`src/rtl/alu_popcount_seq_pkg.sv`:
```
// Shared definitions for the popcount sequencer: ALU opcodes and FSM states.
// Opcodes match the shared ALU decoder; states fit in 3 bits.
package alu_popcount_seq_pkg;

    localparam logic [2:0] ALU_ADD = 3'b000;
    localparam logic [2:0] ALU_SUB = 3'b001;
    localparam logic [2:0] ALU_AND = 3'b010;
    localparam logic [2:0] ALU_OR  = 3'b011;
    localparam logic [2:0] ALU_SLT = 3'b101;

    typedef enum logic [2:0] {
        ST_IDLE = 3'd0,
        ST_TEST = 3'd1,
        ST_DEC  = 3'd2,
        ST_MASK = 3'd3,
        ST_INC  = 3'd4,
        ST_DONE = 3'd5
    } state_e;

endpackage

```
`src/rtl/alu_popcount_seq.sv`:
```
// Popcount sequencer: Kernighan loop x &= x-1 driven through an external shared ALU.
// Latency: done in cycle 4*N+2 after start (N = popcount), plus one cycle per denied grant.
// Backpressure: alu_gnt low freezes state, datapath regs and ALU outputs; start ignored while busy.
module alu_popcount_seq
    import alu_popcount_seq_pkg::*;
#(
    parameter int WIDTH = 32,
    parameter int CNT_W = 6
) (
    input  logic             clk,
    input  logic             reset,
    input  logic             start,
    input  logic [WIDTH-1:0] operand,
    output logic             busy,
    output logic             done,
    output logic [CNT_W-1:0] result,
    output logic             alu_req,
    input  logic             alu_gnt,
    output logic [WIDTH-1:0] alu_a,
    output logic [WIDTH-1:0] alu_b,
    output logic [2:0]       alu_ctrl,
    input  logic [WIDTH-1:0] alu_y,
    input  logic             alu_zero
);

    localparam logic [WIDTH-1:0] ONE = {{(WIDTH-1){1'b0}}, 1'b1};

    state_e           state_q, state_d;
    logic [WIDTH-1:0] x_q, x_d;
    logic [WIDTH-1:0] t_q, t_d;
    logic [CNT_W-1:0] cnt_q, cnt_d;
    logic [CNT_W-1:0] result_q, result_d;

    always_ff @(posedge clk) begin
        if (reset) begin
            state_q  <= ST_IDLE;
            x_q      <= '0;
            t_q      <= '0;
            cnt_q    <= '0;
            result_q <= '0;
        end else begin
            state_q  <= state_d;
            x_q      <= x_d;
            t_q      <= t_d;
            cnt_q    <= cnt_d;
            result_q <= result_d;
        end
    end

    always_comb begin
        state_d  = state_q;
        x_d      = x_q;
        t_d      = t_q;
        cnt_d    = cnt_q;
        result_d = result_q;
        busy     = (state_q != ST_IDLE);
        done     = 1'b0;
        alu_req  = 1'b0;
        alu_a    = '0;
        alu_b    = '0;
        alu_ctrl = ALU_ADD;
        unique case (state_q)
            ST_IDLE: begin
                if (start) begin
                    x_d     = operand;
                    cnt_d   = '0;
                    state_d = ST_TEST;
                end
            end
            ST_TEST: begin
                alu_req  = 1'b1;
                alu_a    = x_q;
                alu_ctrl = ALU_OR;
                if (alu_gnt) begin
                    if (alu_zero) begin
                        // Load on entry so result is already valid while done is high.
                        result_d = cnt_q;
                        state_d  = ST_DONE;
                    end else begin
                        state_d  = ST_DEC;
                    end
                end
            end
            ST_DEC: begin
                alu_req  = 1'b1;
                alu_a    = x_q;
                alu_b    = ONE;
                alu_ctrl = ALU_SUB;
                if (alu_gnt) begin
                    t_d     = alu_y;
                    state_d = ST_MASK;
                end
            end
            ST_MASK: begin
                alu_req  = 1'b1;
                alu_a    = x_q;
                alu_b    = t_q;
                alu_ctrl = ALU_AND;
                if (alu_gnt) begin
                    x_d     = alu_y;
                    state_d = ST_INC;
                end
            end
            ST_INC: begin
                alu_req  = 1'b1;
                alu_a    = {{(WIDTH-CNT_W){1'b0}}, cnt_q};
                alu_b    = ONE;
                alu_ctrl = ALU_ADD;
                if (alu_gnt) begin
                    cnt_d   = alu_y[CNT_W-1:0];
                    state_d = ST_TEST;
                end
            end
            ST_DONE: begin
                done    = 1'b1;
                state_d = ST_IDLE;
            end
            default: state_d = ST_IDLE;
        endcase
    end

    assign result = result_q;

endmodule
```
`config.mk`:
```
export PLATFORM = sky130hd
export DESIGN_NAME = alu_popcount_seq
export DESIGN_NICKNAME = d
export VERILOG_FILES = /design/src/rtl/alu_popcount_seq_pkg.sv /design/src/rtl/alu_popcount_seq.sv
export SDC_FILE = /design/constraint.sdc
export NUM_CORES = 1
export LEC_CHECK = 0
export ABC_CLOCK_PERIOD_IN_PS = 2400
export BUFFER_PORTS_ARGS = -buffer_cell sky130_fd_sc_hd__buf_4
export CAP_MARGIN = 20
export CORE_MARGIN = 2
export CORE_UTILIZATION = 54
export CTS_CLUSTER_SIZE = 28
export DETAILED_ROUTE_END_ITERATION = 10
export GPL_TIMING_DRIVEN = 0
export PLACE_DENSITY_LB_ADDON = 0.05
export SLEW_MARGIN = 30
export SYNTH_ARGS = -nofsm -noshare
export SYNTH_HDL_FRONTEND = slang
export SYNTH_SLANG_ARGS = --single-unit
```
`constraint.sdc`:
```
create_clock -name clk -period 2.4 [get_ports clk]
set_input_delay 0.24 -clock clk [delete_from_list [all_inputs] [get_ports clk]]
set_output_delay 0.24 -clock clk [all_outputs]
set_load 0.02 [all_outputs]
```
== Word level (Yosys, flattened, before mapping) ==
Index checks and enable logic that the tools add are counted.

* Flip-flop bits (word level): 79
* Input port bits: 69
* Output and inout bits: 76
* Word-level logic and storage cells: 45

* Equal/unequal tests: 10
* Mux-type cells: 18
* Reduce and logical (&&, ||, !) cells: 12

{| class="wikitable"
|+ Operator list
! kind !! count
|-
| 32-bit one-hot mux with 2 select lines || 3
|-
| 32-bit 2-to-1 mux || 2
|-
| 3-bit 2-to-1 mux || 6
|-
| 3-bit one-hot mux with 5 select lines || 1
|-
| 6-bit 2-to-1 mux || 2
|-
| 6-bit one-hot mux with 2 select lines || 1
|-
| 2-bit != test (second input constant) || 5
|-
| 3-bit AND reduction || 3
|-
| 3-bit by 2-bit == test with 1-bit output (second input constant) || 2
|-
| 3-bit == test (second input constant) || 2
|-
| 2-bit one-hot mux with 3 select lines || 1
|-
| 5-bit AND reduction || 1
|-
| 2-bit nonzero test || 2
|-
| 4-bit OR reduction || 1
|-
| 3-bit by 1-bit == test with 1-bit output (second input constant) || 1
|-
| 3-bit logical NOT || 1
|-
| 3-bit nonzero test || 1
|-
| 3-bit OR reduction || 1
|-
| 1-bit 2-to-1 mux || 2
|-
| 2-bit AND reduction || 1
|-
| 2-bit OR reduction || 1
|}

== Depth between registers and ports, before layout ==
* Depth after elaboration: 3
* Mapped depth: 6
* Depth with buffers taken out: 3

== Worst setup path before layout ==
OpenSTA, ideal clock, no wires.

* Path kind: reg2out
* From: register state_q[2]
* To: output done
* Arrival time: 1399 ps
* Data required time: 2160 ps
* Path slack: 761 ps
* Cell stages (with the launch flop): 5
* Path buffers: 2
* Cells stage by stage: dfxtp_1 inv_1 clkbuf_1 clkbuf_1 nor3b_1

* Longest elaborated chain between the ends: 2

{| class="wikitable"
|+ RTL lines
! element !! line !! RTL
|-
| from (decl) || alu_popcount_seq.sv:28 || <nowiki>state_e state_q, state_d;</nowiki>
|-
| from (signal assigned) || alu_popcount_seq.sv:42 || <nowiki>state_q <= state_d;</nowiki>
|-
| 3-bit == test || alu_popcount_seq.sv:62 || <nowiki>unique case (state_q)</nowiki>
|-
| 1-bit 2-to-1 mux || alu_popcount_seq.sv:62 ||
|-
| to (decl) || alu_popcount_seq.sv:15 || <nowiki>output logic done,</nowiki>
|}

No other way between the ends.

== Worst setup path after layout ==
* From: register state_q[0]
* To: output alu_a[6]

* Longest elaborated chain between the ends: 3
* Elaborated cells between the ends (all ways): 6
* Classes of those cells: eq/ne (4); mux (1); reduce/logical (1)

{| class="wikitable"
|+ RTL lines
! element !! line !! RTL
|-
| 3-bit by 2-bit == test with 1-bit output or 3-bit by 1-bit == test with 1-bit output (tied branches) || alu_popcount_seq.sv:62 ||
|-
| 3-bit OR reduction (no line) || -- ||
|-
| 32-bit one-hot mux with 2 select lines * || alu_popcount_seq.sv:62 ||
|-
| to (decl) || alu_popcount_seq.sv:19 || <nowiki>output logic [WIDTH-1:0] alu_a,</nowiki>
|}

Mark *: on every way between the ends. The rest lies on a longest branch, timed or not.

==> reports/results.txt <==
DP Worst Slack = 0.480 ns
Die X = 89.7 um
Post-Syn Area per Cell = 7.99 um^2
clk sinks = 79
Worst-path clk slew = 0.08 ns
sequential share of the synthesized area = 39.9%
Post-CTS Hold Buffers = 0
Finished Core Util = 74.4%
initial antenna violation count = 0
vias in the first global route = 3854
Max-Cap Viols = 0
IO Port Bufs = 142
final critical-path required period = 2.25 ns
Fin Setup TNS = 0 ns
adder-cell share of the synthesized area = 0%
first-pass GRT wire length = 18200 um
Setup crit end = alu_a[6]
most frequent cell after synthesis = nand2_1
wire length per cell = 15.8 um
fin crit share = 93.7%
VDD IR max = 0.000327 V
Die Y = 89.7 um
share of layout cells above drive strength 1 = 31.3%
Final Wtd Congestion = 0.836
crit path launch = state_q[0]$_SDFFE_PP0P_
clock buffer depth = 2
CTS HTree Levels = 3
skew final = 0.00958 ns
Worst Path Required = 2.16 ns
final setup margin = 0.150 ns
Area contributors post-synth = dfxtp_1 (40%), nand2_1 (13%), a311oi_2 (11%), a21oi_1 (5.7%), and2_1 (4.9%)
Reg2Reg Depth = 6
largest net degree at the start of global routing = 13
first-iteration detailed-routing DRC count = 228
FILL cells = 590
Synth top cells by count = nand2_1 (136), dfxtp_1 (79), a21oi_1 (45), clkbuf_1 (38), nor3_1 (33)
Compound-Gate Fraction of Synth Area = 21.1%
routed wire length = 11800 um
startpoint types = flip-flop
# DRC = 0
Syn Nets = 565
CTS root buffer = clkbuf_8
critical path fanouts, max = 10
total power = 3.05 mW
Hold Crit Class = input pin to flip-flop
# IOs = 145
CTS tree = built
Final Max Tran Viols = 0
Least-Margin Pin Slew = 0.741 ns
Reg2Reg Launch Point = state_q[0]$_SDFFE_PP0P_
Area Growth Syn to Fin = 34.8%
Cell variety after synth = 35
f_max = 445 MHz
Mapped Cells = 496
via count = 4101
xor/xnor cell area share of the yosys netlist = 0.442%
total die area = 8040 um^2
Initial Util = 55.2%
Std-Cell Rows = 31
Reg-to-Reg End = x_q[9]$_SDFFE_PP0P_
setup slack, reg-to-reg = 0.51 ns
Global Route Usage Sum = 29.5%
Nets = 718
Critical Path End Type = primary output
Fin. Hold Viols = 0
RSZ-0062 raised after global routing = no
Cell Area, Synth = 3960 um^2
CTS buffer count = 9
vias per cell = 5.46
simple logic cell fraction of the synthesized area = 31.5%
ys async rst share = 0%
clk_lat worst skew = 0.35 ns
number of flops mapped to enable cells by yosys = 0
final setup vio count = 0
main combinational cell family by area after synthesis = simple AND/OR/NAND/NOR gates
Diodes inserted = 0
outcome = finished, final reports clean
Final Instance Count excl. Fillers = 751
area share of the largest cell type after synthesis = 39.9%
detailed placement HPWL = 8640 um
ys flop type = dfxtp_1
Arrival @ worst endpoint = 2.01 ns
Ys Warns = 0
Cells after DPL = 737
Leakage = 2.31 nW
Synth Register Bits = 79
Post-DRT Antenna Nets = 0
multiplexer share of the synthesized area = 0.758%
grt ovf = 0
TritonRoute pass-1 iters = 5
Core ar. = 7180 um^2
slew margin rel. = 50.6%
critical path class = flip-flop to primary output
P per Cell Area = 572 nW/um^2
top cell type by total area after synthesis = dfxtp_1
critical path, stage by stage, from the launching register on:
cell      delay, ns
dfxtp_1        0.33
buf_2          0.21
or2_0          0.31
clkbuf_1       0.42
and3_1         0.25
buf_4          0.14
final cells by class:
type                       instances  area, um^2  share of cell area (%)
buffer                            53         240                    4.50
tap                               99         124                    2.32
inverter                           2        7.51                   0.141
timing repair buffer             142        1070                    20.0
clock buffer                      10         138                    2.58
sequential                        79        1580                    29.6
clock inverter                     4        47.5                   0.890
multi-input combinational        362        2140                    40.0
stage by stage:
step	hold slack, ns	instance area [um^2]
final	0.141	5340
after global routing	0.142	5340
after CTS	0.137	5340
after detailed placement	0.442	5150
after global placement	0.437	5150
after floorplan	0.376	3960
flip-flops by register name (all words and copies together), names as in the netlist:
signal	cells
t_q	32
x_q	32
cnt_q	6
result	6
state_q	3
what timing repair did:
action                                  CTS  global route
resized for setup                         0             6
buffers inserted                          0             0
hold endpoints to repair                  0             0
endpoints found under the setup margin    0            13
routing by layer:
layer | wire, um | GRT usage [%] | up-vias
met1 | 5050 | 39.5 | 1901
met3 | 934 | 5.76 | 23
met5 | 0 | 0 | -
met4 | 275 | 12.5 | 0
met2 | 5580 | 46.4 | 171
li1 | - | - | 2006
cells by family after synthesis:
group | after synthesis
AOI/OAI and AO/OA | 99
and+or+nand+nor | 257
muxes | 3
other | 1
DFF | 79
buffers and inverters | 55
xor gates and xnor gates | 2
cell usage in the layout, fill, tap and decap left out, types with 2 or more instances in the layout:
cell / synthesis / routed
a21oi_1: 45 / 45
a22o_1: 7 / 7
a311oi_1: 2 / 2
a311oi_2: 30 / 30
and2_1: 31 / 31
and3_1: 26 / 26
and3b_1: 2 / 2
buf_1: 2 / 2
buf_2: 9 / 9
buf_4: 1 / 143
buf_6: 3 / 3
clkbuf_1: 38 / 35
clkbuf_2: 0 / 3
clkbuf_8: 0 / 10
clkinv_2: 0 / 2
dfxtp_1: 79 / 79
inv_1: 2 / 2
mux2i_1: 3 / 3
nand2_1: 136 / 136
nand2b_1: 3 / 3
nand3_1: 6 / 6
nand3b_1: 3 / 3
nor2_1: 6 / 6
nor2b_1: 2 / 2
nor3_1: 33 / 33
nor4bb_1: 2 / 2
o21ai_0: 13 / 13
xnor2_1: 2 / 2
power breakdown:
part	switching (mW)	total [mW]	internal, mW
clock	0.467	0.961	0.494
combinational	0.376	0.671	0.296
sequential	0.0376	1.42	1.38
worst min-delay path by stage:
stage / start / endpoint / slack [ns] / depth (start not counted)
6_report: alu_y[13] / t_q[13]$_SDFFE_PP0P_ / 0.14 / 3
5_1_grt: alu_y[13] / t_q[13]$_SDFFE_PP0P_ / 0.14 / 3
4_1_cts: alu_y[13] / t_q[13]$_SDFFE_PP0P_ / 0.14 / 3
3_5_place_dp: t_q[28]$_SDFFE_PP0P_ / t_q[28]$_SDFFE_PP0P_ / 0.44 / 2
3_3_place_gp: t_q[7]$_SDFFE_PP0P_ / t_q[7]$_SDFFE_PP0P_ / 0.44 / 2
2_1_floorplan: alu_y[0] / t_q[0]$_SDFFE_PP0P_ / 0.38 / 2
No activity file was read; power rests on OpenSTA's default activity.
